[src/rtl/reset_seq_pkg.sv]
// Shared types and helpers for the reset sequencer.
// Holds the sequencer state enum and a max3 constant function that sizes the shared counter.
// No ports; imported by reset_sequencer.
package reset_seq_pkg;

  typedef enum logic [2:0] {
    HOLD,
    RELEASE,
    WAIT_ACK,
    GAP,
    DONE
  } seq_state_t;

  function automatic int max3(input int a, input int b, input int c);
    int m;
    m = a;
    if (b > m) m = b;
    if (c > m) m = c;
    return m;
  endfunction

endpackage

[src/rtl/reset_req_filter.sv]
// Purpose: synchronise an async restart request and accept it only after FILTER_LEN consecutive high samples.
// Latency: req_filt rises 2 + FILTER_LEN edges after the pin goes high; it falls on the first synced low sample.
// Backpressure: none.
// Ports: clk, reset_n (async active-low), req_async (raw pin) -> req_filt (registered, filtered level).
module reset_req_filter #(
  parameter int FILTER_LEN = 4
) (
  input  logic clk,
  input  logic reset_n,
  input  logic req_async,
  output logic req_filt
);

  localparam int FCW = $clog2(FILTER_LEN + 1);
  localparam logic [FCW-1:0] RUN_LAST = FCW'(FILTER_LEN - 1);

  logic           sync1;
  logic           sync2;
  logic [FCW-1:0] run_cnt;

  // run_cnt saturates at FILTER_LEN-1; the sample that finds it there is the
  // FILTER_LEN-th consecutive high one and raises req_filt.
  always_ff @(posedge clk or negedge reset_n) begin
    if (!reset_n) begin
      sync1    <= 1'b0;
      sync2    <= 1'b0;
      run_cnt  <= '0;
      req_filt <= 1'b0;
    end else begin
      sync1 <= req_async;
      sync2 <= sync1;
      if (!sync2) begin
        run_cnt  <= '0;
        req_filt <= 1'b0;
      end else if (run_cnt == RUN_LAST) begin
        req_filt <= 1'b1;
      end else begin
        run_cnt <= run_cnt + FCW'(1);
      end
    end
  end

endmodule

[src/rtl/reset_sequencer.sv]
// Purpose: multi-channel reset generator; holds all resets, then releases channels 0..NUM_CH-1 in order.
// Latency: first release HOLD_CYCLES edges after reset_n / restart drop; STEP_CYCLES gap after each ack/timeout.
// Backpressure: none; optional per-channel ack handshake bounded by ACK_TIMEOUT (0 = ack ignored).
// Ports: clk, reset_n (async active-low), ext_reset_req (async, filtered), ch_ack[NUM_CH] (sync)
//        -> reset_out[NUM_CH] (active high), seq_done, ack_timeout[NUM_CH] (sticky). All outputs registered.
// Build option: define RESET_SEQ_SOFT_REQ_EN to add soft_reset_req, a synchronous single-cycle restart pulse.
module reset_sequencer
  import reset_seq_pkg::*;
#(
  parameter int NUM_CH      = 4,
  parameter int HOLD_CYCLES = 3700000,
  parameter int STEP_CYCLES = 100,
  parameter int ACK_TIMEOUT = 0,
  parameter int FILTER_LEN  = 4
) (
  input  logic              clk,
  input  logic              reset_n,
  input  logic              ext_reset_req,
`ifdef RESET_SEQ_SOFT_REQ_EN
  input  logic              soft_reset_req,
`endif
  input  logic [NUM_CH-1:0] ch_ack,
  output logic [NUM_CH-1:0] reset_out,
  output logic              seq_done,
  output logic [NUM_CH-1:0] ack_timeout
);

  localparam int CW = $clog2(max3(HOLD_CYCLES, STEP_CYCLES, ACK_TIMEOUT) + 1);
  localparam int IW = (NUM_CH > 1) ? $clog2(NUM_CH) : 1;

  // Compare values: the counter starts at 0 on state entry, so the edge that
  // finds it at N-1 is the N-th edge in that state.
  localparam logic [CW-1:0] HOLD_LAST = CW'(HOLD_CYCLES - 1);
  localparam logic [CW-1:0] STEP_LAST = CW'(STEP_CYCLES - 1);
  localparam logic [CW-1:0] TO_LAST   = (ACK_TIMEOUT > 0) ? CW'(ACK_TIMEOUT - 1) : '0;
  localparam logic [IW-1:0] IDX_LAST  = IW'(NUM_CH - 1);

  logic req_filt;
  logic restart;

  reset_req_filter #(
    .FILTER_LEN (FILTER_LEN)
  ) u_req_filter (
    .clk       (clk),
    .reset_n   (reset_n),
    .req_async (ext_reset_req),
    .req_filt  (req_filt)
  );

`ifdef RESET_SEQ_SOFT_REQ_EN
  assign restart = req_filt | soft_reset_req;
`else
  assign restart = req_filt;
`endif

  seq_state_t        state, state_nxt;
  logic [CW-1:0]     cnt, cnt_nxt;
  logic [IW-1:0]     idx, idx_nxt;
  logic [NUM_CH-1:0] rst_nxt;
  logic              done_nxt;
  logic [NUM_CH-1:0] tmo_nxt;
  logic              wait_exit;

  always_ff @(posedge clk or negedge reset_n) begin
    if (!reset_n) begin
      state       <= HOLD;
      cnt         <= '0;
      idx         <= '0;
      reset_out   <= '1;
      seq_done    <= 1'b0;
      ack_timeout <= '0;
    end else begin
      state       <= state_nxt;
      cnt         <= cnt_nxt;
      idx         <= idx_nxt;
      reset_out   <= rst_nxt;
      seq_done    <= done_nxt;
      ack_timeout <= tmo_nxt;
    end
  end

  always_comb begin
    state_nxt = state;
    cnt_nxt   = cnt;
    idx_nxt   = idx;
    rst_nxt   = reset_out;
    done_nxt  = seq_done;
    tmo_nxt   = ack_timeout;
    wait_exit = 1'b0;

    // Restart overrides whatever the sequence would have done this edge, and
    // keeps cnt pinned at 0 for as long as the request is held.
    if (restart) begin
      state_nxt = HOLD;
      cnt_nxt   = '0;
      idx_nxt   = '0;
      rst_nxt   = '1;
      done_nxt  = 1'b0;
      tmo_nxt   = '0;
    end else begin
      case (state)
        HOLD: begin
          if (cnt == HOLD_LAST) begin
            rst_nxt[0] = 1'b0;
            cnt_nxt    = '0;
            idx_nxt    = '0;
            state_nxt  = WAIT_ACK;
          end else begin
            cnt_nxt = cnt + CW'(1);
          end
        end

        WAIT_ACK: begin
          if (ACK_TIMEOUT == 0) begin
            wait_exit = 1'b1;
          end else if (ch_ack[idx]) begin
            wait_exit = 1'b1;
          end else if (cnt == TO_LAST) begin
            wait_exit    = 1'b1;
            tmo_nxt[idx] = 1'b1;
          end else begin
            cnt_nxt = cnt + CW'(1);
          end
          if (wait_exit) begin
            cnt_nxt = '0;
            if (idx == IDX_LAST) begin
              state_nxt = DONE;
              done_nxt  = 1'b1;
            end else begin
              state_nxt = GAP;
            end
          end
        end

        GAP: begin
          if (cnt == STEP_LAST) begin
            idx_nxt          = idx + IW'(1);
            rst_nxt[idx_nxt] = 1'b0;
            cnt_nxt          = '0;
            state_nxt        = WAIT_ACK;
          end else begin
            cnt_nxt = cnt + CW'(1);
          end
        end

        // Channel release happens on the edge that leaves HOLD/GAP, so this
        // state is never occupied; should it ever be, resume the ack wait.
        RELEASE: state_nxt = WAIT_ACK;

        DONE: state_nxt = DONE;

        default: state_nxt = HOLD;
      endcase
    end
  end

endmodule

[config.mk]
export PLATFORM = sky130hd
export DESIGN_NAME = reset_sequencer
export DESIGN_NICKNAME = d
export VERILOG_FILES = /design/src/rtl/reset_seq_pkg.sv /design/src/rtl/reset_req_filter.sv /design/src/rtl/reset_sequencer.sv
export SDC_FILE = /design/constraint.sdc
export NUM_CORES = 1
export LEC_CHECK = 0
export CORE_MARGIN = 3
export CORE_UTILIZATION = 55
export DETAILED_ROUTE_END_ITERATION = 6
export PLACE_DENSITY_LB_ADDON = 0.2
export SETUP_SLACK_MARGIN = 0.05
export SYNTH_ARGS = -nofsm -noshare
export SYNTH_HDL_FRONTEND = slang
export SYNTH_HIERARCHICAL = 1
export SYNTH_SLANG_ARGS = --single-unit
[constraint.sdc]
create_clock -name clk -period 2.58 [get_ports clk]
set_input_delay 0.387 -clock clk [delete_from_list [all_inputs] [get_ports clk]]
set_output_delay 0.387 -clock clk [all_outputs]
set_load 0.1 [all_outputs]
# After elaboration in Yosys (flattened, before gate mapping)
# Cells that the tools add are included.
[op_classes] n_addsub=3 magnitude_cmp=2 n_eq_ne=13 n_mux=32 bitwise=2 reduce_logical=14
[op_table] operator="$mux W22" count=4
[op_table] operator="$pmux W22 S3" count=1
[op_table] operator="$mux W3" count=8
[op_table] operator="$add A22 B1 Y22 const B" count=1
[op_table] operator="$eq A22 B22 Y1 const B" count=1
[op_table] operator="$eq A22 B7 Y1 const B" count=1
[op_table] operator="$pmux W3 S5" count=1
[op_table] operator="$mux W1" count=10
[op_table] operator="$reduce_bool A2 Y1" count=5
[op_table] operator="$eq A3 B2 Y1 const B" count=3
[op_table] operator="$ne A3 B2 Y1 const B" count=3
[op_table] operator="$reduce_and A3 Y1" count=3
[op_table] operator="$mux W4" count=2
[op_table] operator="$mux W2" count=3
[op_table] operator="$and A4 B4 Y4" count=1
[op_table] operator="$ne A2 B2 Y1 const B" count=2
[op_table] operator="$not A4 Y4" count=1
[op_table] operator="$pmux W2 S2" count=1
[op_table] operator="$reduce_and A2 Y1" count=2
[op_table] operator="$reduce_bool A4 Y1" count=1
[op_table] operator="$add A3 B1 Y3 const B" count=1
[op_table] operator="$eq A3 B1 Y1 const B" count=1
[op_table] operator="$eq A3 B3 Y1 const B" count=1
[op_table] operator="$logic_not A3 Y1" count=1
[op_table] operator="8 further kinds" count=8
[word_totals] ff_bits=38 input_bits=7 out_inout_bits=9 word_cells=76

# Depth between registers and ports, before layout
[logic_depth] ltp_word=10 depth_mapped=8 mapped_depth_nobuf=6

# Cells and area by module
# Netlist, hierarchy kept.
[by_module_without_submodules] mod="reset_sequencer" instances=1 cells_each=247 area_per_inst_um2=2147.1 seq_area_each_um2=805.8
[by_module_without_submodules] mod="reset_req_filter" instances=1 cells_each=17 area_per_inst_um2=239.0 seq_area_each_um2=150.1

# Worst setup path after synthesis
# Ideal clock, no wire load.
[synth_path] path_type="register to register" startpoint="register cnt[3]" endpoint="register cnt[19]" setup_time_ns=0.087 t_arrival_ns=1.787 t_required_ns=2.493 slack_ns=0.706 path_stages_with_launch=8 n_path_buf=2 period_less_slack_ns=1.874 cell_sequence="dfrtp_1 -> and3_1 -> buf_4 -> and3_4 -> a31oi_1 -> buf_2 -> o21bai_1 -> a22oi_1"
[synth_between] elab_chain_cells=4 elab_cells_between_ends=7 cone_classes="add/sub: 1; eq/ne: 2; mux: 4"
[synth_lines] element="start: declaration" line_no="reset_sequencer.sv:57" rtl="logic [CW-1:0] cnt, cnt_nxt;"
[synth_lines] element="start signal: assignment" line_no="reset_sequencer.sv:74" rtl="cnt <= cnt_nxt;"
[synth_lines] element="$add A22 B1 Y22, or another cell as far along" line_no="reset_sequencer.sv:109, reset_sequencer.sv:142"
[synth_lines] element="$mux W22 (on tied branches)" line_no="reset_sequencer.sv:136, reset_sequencer.sv:103"
[synth_lines] element="$pmux W22 S3 (*)" line_no="reset_sequencer.sv:101" rtl="case (state)"
[synth_lines] element="$mux W22 (*)" line_no="reset_sequencer.sv:93" rtl="if (restart) begin"
# Mark *: on every way between the ends. The rest lies on a longest branch, timed or not.
# A chain may end at the register's enable or synchronous reset.

# Final worst setup path
[layout_path] startpoint="register cnt[3]" endpoint="register cnt[8]"
# The elaborated chain is that of the path after synthesis.

==> summary.md <==
| Metric | Value |
|---|---|
| Run status | finished, final reports clean |
| Sw Ratio | 35.5% |
| Req. time, crit path | approximately 2.8 ns |
| # IOs | 16 |
| Wire length on met3 | roughly 190 µm |
| Final cell count without fillers | between 300 and 400 |
| Synth top area share | ~36% |
| Largest family of logic cells by synthesized area | simple AND/OR/NAND/NOR gates |
| Placed wire-length estimate | 3.50 mm |
| Max incr delay on CP | 0.50 ns |
| Critical-path maximum fanout | 11 |
| Worst r2r path cells | 6 |
| Detailed Routing Iterations Pass 1 | 4 |
| Root Driver | clkbuf_8 |
| Slew Viols, Final | 0 |
| RR Startpoint | cnt[3]$_DFFE_PN0P_ |
| Pleak | 1.09 nW |
| Startpoint types | register |
| # DRC | 0 |
| Min Tclk post-route | about 2.1 ns |
| Vias in the first global route | around 1900 |
| Crit end category | register |
| Clk buf depth | 2 |
| RSZ-0062 raised after global routing | no |
| Switching pwr | around 0.67 mW |
| Share of cells above drive strength 1 | approximately 14% |
| R2R Path End | cnt[8]$_DFFE_PN0P_ |
| Hold buffers post-CTS | 0 |
| Synth Warn # | 6 |
| Synthesized cell area | roughly 2400 µm² |
| GPL Wtd Cong | about 0.83 |
| Initial antenna violation count | 0 |
| CTS buffer count | 5 |
| Reg-to-reg setup timing slack | 0.43 ns |
| Worst-path cell chain | and3_1 > and3_4 > a311oi_4 > buf_4 > o22ai_1 > a22oi_1 |
| Post-route setup TNS | 0 ns |
| Power share of the clock group | about a third |
| Routed via count | 1932 |
| Post-synthesis simple-gate area fraction | between 20% and 30% |
| Worst Path Buf+Inv | 1 |
| Logic pwr share | 26.0% |
| Post-CTS Setup Bufs | 0 |
| GRT overflow | 0 |
| First-pass GRT wire length | roughly 8.8 mm |
| Rel. slew slack | between 40% and 50% |
| WP data arrival | between 2 and 2.5 ns |
| FMAX | 466 MHz |
| Max Cap Viol | 0 |
| Initial Util | 58.4% |
| PostCTS Resize Cnt | 0 |
| Crit share post-route | roughly 83% |
| Maximum VDD drop | between 0.4 and 0.5 mV |
| Commonest non-fill, non-tap cell in the layout | dfrtp_1 |
| IO buf count | 7 |
| Detail Route Antenna Nets | 0 |
| Setup violations, final | 0 |
| Vias per cell | 6.00 |
| Top cells by area, synth | dfrtp_1, nand2_1, ha_1, o211ai_1, dfstp_2 |
| Synth Area in Adders | between 4 and 5% |
| H-tree depth | 2 |
| Asr flop ratio synth | 100% |
| Critical path's slowest cell | a311oi_4 |
| Clock sinks | 38 |
| P_int | 1.22 mW |
| Complex-gate fraction of the synthesized area | a little over a fifth |
| Register bit total from synthesis | 38 |
| Most frequent cells in the layout | dfrtp_1, nand2_1, nor2_1, o21ai_0, o211ai_1 |
| Worst setup path class | reg2reg |
| Yosys top cell by area | dfrtp_1 |
| M1 WL | around 2.3 mm |
| Crit-path leading delay family | compound AO/OA/AOI/OAI gates |
| Xor and xnor fraction of the mapped netlist area | 0.734% |
| Die Footprint | between 5000 and 6000 µm² |
| Placed Cells | 314 |
| P&R area growth vs syn | 7.97% |
| First DRT Iteration DRCs | 70 |
| Row Count | 23 |
| Core ar. | roughly 4000 µm² |
| Max layer used | met4 |
| N_diodes | 0 |
| Overall Global Routing Usage | a little over a fifth |
| Tightest Pin Transition | approximately 0.83 ns |
| Register area share after synthesis | ~40% |
| Pwr per Cell Area | around 740 nW/µm² |
| Reg power frac | about two fifths |
| Final Hold Vio Count | 0 |
| Cell Area, Placed | around 2400 µm² |
| Die W | about 72 µm |
| Nets | about 290 |
| Mapped Avg Cell Area | 9.04 µm² |
| Met2 wire length | roughly 2.5 mm |
| Largest net degree at the start of global routing | 39 |
| Design Power | around 1.9 mW |
| Post-synthesis mux area share | less than 1% |
| Predominant post-synthesis flop cell | dfrtp_1 |
| CTS tree | done |
| Post-route cell area | around 2600 µm² |
| Number of enable flip-flop cells after synthesis | 0 |
| Clk_lat worst skew | 0.30 ns |
| Hold Crit Class | in2async |
| Clock skew | 0.00966 ns |
| Post-Route WL | roughly 5.0 mm |
| Die Span Y | ~70 µm |
| Clock slew at reported path FFs | 0.08 ns |
| WL per Instance | 15.6 µm |
| Yosys cell types | 54 |
| Synth Instances | 264 |
layout make-up:
type                    instances  area, µm²
flip-flops and latches         38        956
well taps                      50       62.6
repair buffers                 13       97.6
fillers                       361       1510
clock buffers                   5       68.8
inverters                      13       48.8
clock inverters                 3       68.8
multi-input cells             200       1270
state kept, by name (all words and copies together), names as in the netlist:
| register | count |
|---|---|
| seq_done | 1 |
| idx | 2 |
| u_req_filter/req_filt | 1 |
| u_req_filter/sync1 | 1 |
| cnt | 22 |
| u_req_filter/sync2 | 1 |
| u_req_filter/run_cnt | 3 |
| state | 3 |
| reset_out | 4 |
per-stage QoR:
step / hold WS [ns] / worst slack [ns] / util [%]
after floorplan: 0.0914 / 0.706 / -
after global routing: 0.239 / 0.298 / 63.0
after global placement: 0.334 / 0.483 / 59.7
final: 0.179 / 0.435 / 63.0
after CTS: 0.209 / 0.421 / 63.0
after detailed placement: 0.360 / 0.451 / 59.7
cell usage after synthesis (all sizes together), types with 2 or more instances:
| cell type | instances |
|---|---|
| dfstp | 4 |
| or2 | 3 |
| dfrtp | 34 |
| and2 | 6 |
| nand4 | 7 |
| nor2b | 3 |
| o211ai | 15 |
| nand2 | 31 |
| buf | 11 |
| ha | 9 |
| inv | 13 |
| o22ai | 2 |
| nand2b | 3 |
| a21o | 3 |
| nor2 | 21 |
| nor3 | 6 |
| o21bai | 8 |
| nand3 | 12 |
| xnor2 | 2 |
| o21a | 2 |
| a22oi | 9 |
| and3 | 6 |
| nor4 | 4 |
| or3 | 3 |
| a21oi | 5 |
| or4 | 2 |
| o21ai | 19 |
| a31oi | 2 |
| clkbuf | 4 |
power groups by stage:
| stage | Clock (mW) | Sequential [mW] | Combinational [mW] |
|---|---|---|---|
| floorplan | 0 | 0.959 | 0.224 |
| global placement | 0 | 0.792 | 0.484 |
| detailed placement | 0 | 0.797 | 0.497 |
| CTS | 0.625 | 0.785 | 0.499 |
| global route | 0.641 | 0.801 | 0.543 |
| finish | 0.615 | 0.786 | 0.493 |
logic make-up (layout without fill, tap and decap cells):
| kind of cell | after synthesis | after routing |
|---|---|---|
| and+or+nand+nor | 111 | 111 |
| AOI/OAI and AO/OA | 73 | 73 |
| DFF | 38 | 38 |
| buffers and inverters | 29 | 34 |
| adders and majority gates | 9 | 9 |
| xor gates and xnor gates | 2 | 2 |
| other | 1 | 4 |
| muxes | 1 | 1 |
metal layers:
metal  vias up  GRT usage, %
met2        38          35.8
met4         0          6.47
met5         -             0
met3         6          4.21
li1        961             -
met1       927          29.1
how the worst max path moves through the flow:
| stage | startpoint | endpoint | slack (ns) | depth (start not counted) |
|---|---|---|---|---|
| final | cnt[3]$_DFFE_PN0P_ | cnt[8]$_DFFE_PN0P_ | 0.43 | 6 |
| after global routing | cnt[19]$_DFFE_PN0P_ | cnt[2]$_DFFE_PN0P_ | 0.30 | 5 |
| after CTS | cnt[0]$_DFFE_PN0P_ | cnt[2]$_DFFE_PN0P_ | 0.42 | 6 |
| after detailed placement | cnt[0]$_DFFE_PN0P_ | cnt[2]$_DFFE_PN0P_ | 0.45 | 6 |
| after global placement | cnt[0]$_DFFE_PN0P_ | cnt[2]$_DFFE_PN0P_ | 0.48 | 6 |
| after floorplan | cnt[3]$_DFFE_PN0P_ | cnt[19]$_DFFE_PN0P_ | 0.71 | 7 |
No activity file was read; power rests on OpenSTA's default activity.
